## config.mk

```make
export PLATFORM = sky130hd
export DESIGN_NAME = seq_detect_moore_param_flat
export DESIGN_NICKNAME = d
export VERILOG_FILES = /design/src/rtl/seq_detect_moore_param_if.sv /design/src/rtl/seq_detect_moore_param.sv /design/src/flat_wrapper.sv
export SDC_FILE = /design/constraint.sdc
export NUM_CORES = 1
export LEC_CHECK = 0
export CORE_UTILIZATION = 40
export CTS_BUF_LIST = sky130_fd_sc_hd__clkbuf_8 sky130_fd_sc_hd__clkbuf_16
export DETAILED_ROUTE_END_ITERATION = 8
export GPL_TIMING_DRIVEN = 0
export PLACE_DENSITY_LB_ADDON = 0.05
export SYNTH_ARGS = -nofsm -noshare
export SYNTH_HDL_FRONTEND = slang
export SYNTH_SLANG_ARGS = --single-unit
```

## constraint.sdc

```tcl
create_clock -name clk -period 1.8 [get_ports clk]
set_clock_uncertainty 0.05 [all_clocks]
set_input_delay 0.27 -clock clk [delete_from_list [all_inputs] [get_ports clk]]
set_output_delay 0.27 -clock clk [all_outputs]
set_load 0.05 [all_outputs]
```

## src/rtl/seq_detect_moore_param_if.sv

```systemverilog
// Serial-detector bus: sample strobe, data bit and controls in; detect flag, progress and match count out.
// The parameters must match those of the detector instance bound to this interface.
interface seq_detect_moore_param_if #(
    parameter int PAT_LEN = 4,
    parameter int CNT_W   = 8
);
    localparam int PW = $clog2(PAT_LEN + 1);

    logic             en;
    logic             a;
    logic             overlap;
    logic             cnt_clr;
    logic             y;
    logic [PW-1:0]    prog;
    logic [CNT_W-1:0] match_cnt;

    modport master (
        output en, a, overlap, cnt_clr,
        input  y, prog, match_cnt
    );

    modport slave (
        input  en, a, overlap, cnt_clr,
        output y, prog, match_cnt
    );
endinterface

```

## src/rtl/seq_detect_moore_param.sv

```systemverilog
// Parametrised Moore sequence detector. The next-state table is derived from PATTERN at
// elaboration using prefix/suffix (KMP) fallback. It also provides a saturating match counter.
module seq_detect_moore_param #(
    parameter int                 PAT_LEN = 4,
    parameter logic [PAT_LEN-1:0] PATTERN = 4'b1011,
    parameter int                 CNT_W   = 8
) (
    input  logic                  clk,
    input  logic                  res,
    seq_detect_moore_param_if.slave bus
);
    localparam int               PW       = $clog2(PAT_LEN + 1);
    localparam int               N_ENT    = 2 * (PAT_LEN + 1);
    localparam logic [PW-1:0]    MATCH_ST = PW'(PAT_LEN);
    localparam logic [PW-1:0]    S0_ST    = {PW{1'b0}};
    localparam logic [PW-1:0]    S1_ST    = PW'(1);
    localparam logic [CNT_W-1:0] CNT_MAX  = {CNT_W{1'b1}};

    typedef logic [N_ENT-1:0][PW-1:0] tbl_t;

    // Longest prefix of PATTERN that is a suffix of (first k pattern bits, then b).
    function automatic int kmp_next(input int k, input logic b);
        int   best;
        int   idx;
        logic ok;
        logic sb;
        best = 0;
        for (int j = 1; j <= PAT_LEN; j++) begin
            ok = (j <= k + 1);
            for (int m = 0; m < j; m++) begin
                idx = k + 1 - j + m;
                sb  = (idx >= 0 && idx < k) ? PATTERN[PAT_LEN-1-idx] : b;
                ok  = ok & (sb == PATTERN[PAT_LEN-1-m]);
            end
            best = ok ? j : best;
        end
        return best;
    endfunction

    function automatic tbl_t build_tbl();
        tbl_t t;
        for (int k = 0; k <= PAT_LEN; k++) begin
            t[2*k]   = PW'(kmp_next(k, 1'b0));
            t[2*k+1] = PW'(kmp_next(k, 1'b1));
        end
        return t;
    endfunction

    localparam tbl_t NXT_TBL = build_tbl();

    logic [PW-1:0]    state_q;
    logic [PW-1:0]    state_d;
    logic             y_q;
    logic [CNT_W-1:0] cnt_q;
    logic [CNT_W-1:0] cnt_d;
    logic             enter_match_s;

    // Next state and counter; the table entry for MATCH is the overlapping fallback.
    always_comb begin
        state_d       = state_q;
        cnt_d         = cnt_q;
        enter_match_s = 1'b0;
        if (bus.en) begin
            if (state_q > MATCH_ST) begin
                state_d = S0_ST;
            end else if ((state_q == MATCH_ST) && !bus.overlap) begin
                state_d = (bus.a == PATTERN[PAT_LEN-1]) ? S1_ST : S0_ST;
            end else begin
                state_d = NXT_TBL[{state_q, bus.a}];
            end
            enter_match_s = (state_d == MATCH_ST);
        end else begin
            state_d = state_q;
        end
        if (bus.cnt_clr) begin
            cnt_d = {CNT_W{1'b0}};
        end else if (enter_match_s && (cnt_q != CNT_MAX)) begin
            cnt_d = cnt_q + CNT_W'(1);
        end else begin
            cnt_d = cnt_q;
        end
    end

    // State, detect flag and counter registers with synchronous reset.
    always_ff @(posedge clk) begin
        if (res) begin
            state_q <= S0_ST;
            y_q     <= 1'b0;
            cnt_q   <= {CNT_W{1'b0}};
        end else begin
            state_q <= state_d;
            y_q     <= (state_d == MATCH_ST);
            cnt_q   <= cnt_d;
        end
    end

    assign bus.y         = y_q;
    assign bus.prog      = state_q;
    assign bus.match_cnt = cnt_q;
endmodule
```

## src/flat_wrapper.sv

```systemverilog
// flat-port wrapper written by rule: the top's interface ports become plain ports
module seq_detect_moore_param_flat 
#(
    parameter int                 PAT_LEN = 4,
    parameter logic [PAT_LEN-1:0] PATTERN = 4'b1011,
    parameter int                 CNT_W   = 8
)
  (clk, res, bus_en, bus_a, bus_overlap, bus_cnt_clr, bus_y, bus_prog, bus_match_cnt);
  seq_detect_moore_param_if #(.PAT_LEN(PAT_LEN), .CNT_W(CNT_W)) bus_i ();
  input  logic clk;
  input  logic res;
  input wire logic [$bits(bus_i.en)-1:0] bus_en;
  input wire logic [$bits(bus_i.a)-1:0] bus_a;
  input wire logic [$bits(bus_i.overlap)-1:0] bus_overlap;
  input wire logic [$bits(bus_i.cnt_clr)-1:0] bus_cnt_clr;
  output wire logic [$bits(bus_i.y)-1:0] bus_y;
  output wire logic [$bits(bus_i.prog)-1:0] bus_prog;
  output wire logic [$bits(bus_i.match_cnt)-1:0] bus_match_cnt;
  assign bus_i.en = bus_en;
  assign bus_i.a = bus_a;
  assign bus_i.overlap = bus_overlap;
  assign bus_i.cnt_clr = bus_cnt_clr;
  assign bus_y = bus_i.y;
  assign bus_prog = bus_i.prog;
  assign bus_match_cnt = bus_i.match_cnt;
  seq_detect_moore_param #(.PAT_LEN(PAT_LEN), .PATTERN(PATTERN), .CNT_W(CNT_W)) u_core (.clk(clk), .res(res), .bus(bus_i));
endmodule
```

==> flow_summary_export.csv <==
group,metric,value,unit
logic_synthesis,yosys.area_share.simple,25.1,%
sta,relSlewSlack,66.7,%
logic_synthesis,synth_fa_ha_area_share,7.78,%
sta,period_minus_slack,1.77,ns
min_path,min_from,"bus_en",
sta,maxSlewViolCount,0,
final_layout,layout.nets,102,
logic_synthesis,synth_top_cells_by_area,"dfxtp_1 37%, ha_1 7.8%, xor2_1 6.8%",
sta,setup_viol,0,
logic_synthesis,yosys_warnings,0,
power_and_ir_drop,switchingPower,0.143,mW
clock_tree,cts_buffers,3,
sta,setup_ws,0.0324,ns
power_and_ir_drop,clock_power_share,41.8,%
power_and_ir_drop,switching_share,24.2,%
logic_synthesis,netlist.area_leader.share,37.4,%
clock_tree,htreeDepth,1,
global_routing,first_global_vias,505,
place,dpl_worst_slack,-0.644,ns
global_routing,antenna_found_initial,0,
min_path,min_path_cells,3,
logic_synthesis,ys_seq_area_share,37.4,%
critical_path,ff2ff_setup_slack,0.07,ns
logic_synthesis,yosysUniqueCellTypes,30,
logic_synthesis,synth_cells,69,
power_and_ir_drop,peakVddDrop,0.481,mV
final_layout,diodes,0,
power_and_ir_drop,p_int,0.447,mW
die,rows,14,
global_routing,gr-total-overflow,0,
power_and_ir_drop,power_density,622,mW/mm^2
drt,drtPass1Iterations,4,
drt,routed_wl,1.28,mm
critical_path,cp_num_cells,1,
power_and_ir_drop,pwr-share-seq,46.4,%
global_routing,grt_pass1_wl,2.23,mm
drt,vias,577,
sta,fmax,0.566,GHz
global_routing,grt_usage,16.4,%
clock_tree,insertion_delay,0.24,ns
sta,holdWs,0.390,ns
logic_synthesis,ys_ff_latch,12,
drt,drt_iter0_drc,7,
critical_path,arrival,1.45,ns
sta,tightest_slew,0.498,ns
power_and_ir_drop,power_leakage,0.402,nW
clock_tree,cts-root-buf,"clkbuf_8",
power_and_ir_drop,finalPower,0.590,mW
sta,setup_tns,0,ns
clock_tree,cts_tree,"yes",
place,numPortBuffers,17,
critical_path,worstSetupStartpointType,"flop",
place,dp_hpwl,903,microns
critical_path,worstSetupStartpoint,"u_core.bus.prog[2]",
drt,wire_per_inst,11.9,microns
die,die_x,42.1,microns
clock_tree,hold_buffers,0,
critical_path,slowest_delay,0.82,ns
global_routing,grt_max_degree,9,
drt,drc,0,
logic_synthesis,synth_area_per_cell,9.32,sq um
logic_synthesis,synth_xor_area_share,6.81,%
critical_path,crit_buf_inv,1,
die,die_area,0.00177,sq mm
final_layout,drive_above_1_share,26.4,%
drt,ant_nets,0,
flow_run,max_cap_violations,0,
power_and_ir_drop,combPwrFrac,11.9,%
critical_path,crit_required,1.48,ns
logic_synthesis,synth_top_family_by_area,"simple AND/OR/NAND/NOR gates",
clock_tree,clockBufferDepth,2,
logic_synthesis,syn_nets,79,
logic_synthesis,synthMuxAreaShare,1.56,%
die,ios,18,
min_path,worstHoldPathType,"input port to flop",
logic_synthesis,synth_area,643,sq um
critical_path,worst-setup-path-type,"flop to output pin",
place,place_area,877,sq um
critical_path,worstReg2RegEnd,"u_core.bus.match_cnt[4]",
critical_path,crit_fanout,7,
final_layout,syn2layout_area_growth,47.5,%
place,gp_congestion,0.769,
critical_path,cp_cell_sequence,"clkdlybuf4s50_1",
clock_tree,clk_pin_slew,0.05,ns
logic_synthesis,yosysTopAreaCell,"dfxtp_1",
critical_path,reg2reg_from,"u_core.bus.match_cnt[0]",
critical_path,slowest_stage,"clkdlybuf4s50_1",
die,start_util,42.7,%
clock_tree,cts.sinks,12,
min_path,hold_end,"u_core.bus.prog[1]",
final_layout,final_area,948,sq um
drt,via_per_inst,5.39,
die,core_area,0.00151,sq mm
sta,rsz0062_at_grt,"yes",
critical_path,end_kind,"output pin",
die,fp.dieH,42.1,microns
critical_path,reg2regPathDepth,6,
sta,fin_crit_sh,98.2,%
run_status,outcome,"completed",
logic_synthesis,synth-compound-area-share,19.1,%
critical_path,cpLargestDelayFamily,"buffers and inverters",
sta,timing.final.hold_violations,0,
[cell type report]
class                   instances  area (sq um)
clock buffers                   3          41.3
clock inverters                 1          3.75
fillers                       127           558
inverters                       3          11.3
multi-input cells              53           429
flip-flops and latches         12           259
well taps                      16          20.0
repair buffers                 19           184
[logic make-up after synthesis]
logic type               after synthesis
AO/OA/AOI/OAI                         16
XOR/XNOR                               5
adder cells (fa/ha/maj)                4
buffers and inverters                  4
flip-flops                            12
multiplexers                           1
AND/OR/NAND/NOR                       27
[per-stage QoR]
step	instances	utilization, %
detailed placement	102	58.2
CTS	108	62.5
floorplan	69	-
global placement	102	58.2
finish	107	63.0
global route	107	63.0
[worst max path at each step]
stage / slack, ns / endpoint
floorplan: 0.02 / u_core.bus.match_cnt[4]
global placement: -0.65 / u_core.bus.match_cnt[4]
detailed placement: -0.64 / u_core.bus.match_cnt[4]
CTS: 0.03 / bus_prog[2]
global route: -0.005 / u_core.bus.match_cnt[2]
finish: 0.03 / bus_prog[2]
[cells in the mapped netlist]
cell type and number:
o21ai_2 1, o41a_1 1, a211oi_4 1, nand3_1 1, nand3b_1 1, nand2b_1 2, and4_1 1, xor2_1 5
and2_1 1, and3_1 3, o21ai_0 5, o2111ai_1 2, o211ai_1 3, nand2_1 1, clkbuf_1 1, mux2i_1 1
nor3_2 1, nor2b_1 1, a21oi_1 2, or2_2 1, nand4_1 1, ha_1 4, or4_1 1, a22oi_1 1
nand4b_2 1, nor2_1 9, dfxtp_1 12, and2b_1 1, inv_1 3, or3_1 1
[cell usage in the layout (no fill, tap or decap), types with 2 or more instances in the layout]
cell,count
clkdlybuf4s50_1,13
nor2_1,9
dfxtp_2,6
xor2_1,5
o21ai_0,4
and3_1,3
o211ai_1,3
clkbuf_8,3
dfxtp_4,3
dfxtp_1,3
inv_1,2
nand2b_1,2
o2111ai_1,2
a21oi_1,2
ha_1,2
ha_4,2
dlymetal6s2s_1,2
buf_4,2
[power groups by stage]
| stage | Clock, mW | Combinational [mW] | Sequential, mW |
|---|---|---|---|
| detailed placement | 0 | 0.0655 | 0.279 |
| finish | 0.246 | 0.0702 | 0.274 |
| global placement | 0 | 0.0651 | 0.279 |
| global route | 0.270 | 0.0779 | 0.275 |
| floorplan | 0 | 0.0261 | 0.290 |
| CTS | 0.251 | 0.0703 | 0.274 |
[repair_timing]
item,in CTS,in global routing
gates cloned,0,0
hold endpoints to repair,0,0
setup endpoints to repair,11,8
gates resized for setup,3,7
pin swaps,2,1
setup buffers,2,0
[metal layers]
layer | track usage [%] | wire length [microns]
met5 | 0 | 0
met4 | 5.63 | 9
met3 | 3.88 | 73
met2 | 23.8 | 578
met1 | 23.8 | 614
[tightest hold or removal path, delay by kind of cell]
family          cells  cell delay, ns
compound gates      1            0.10
buf+inv             1            0.19
simple gates        1            0.08
[flip-flops by register name (all words and copies together) (netlist names)]
register and count:
u_core.bus.match_cnt 8, u_core.bus.prog 3, u_core.bus.y 1
Power figures use the tool's default switching activity.
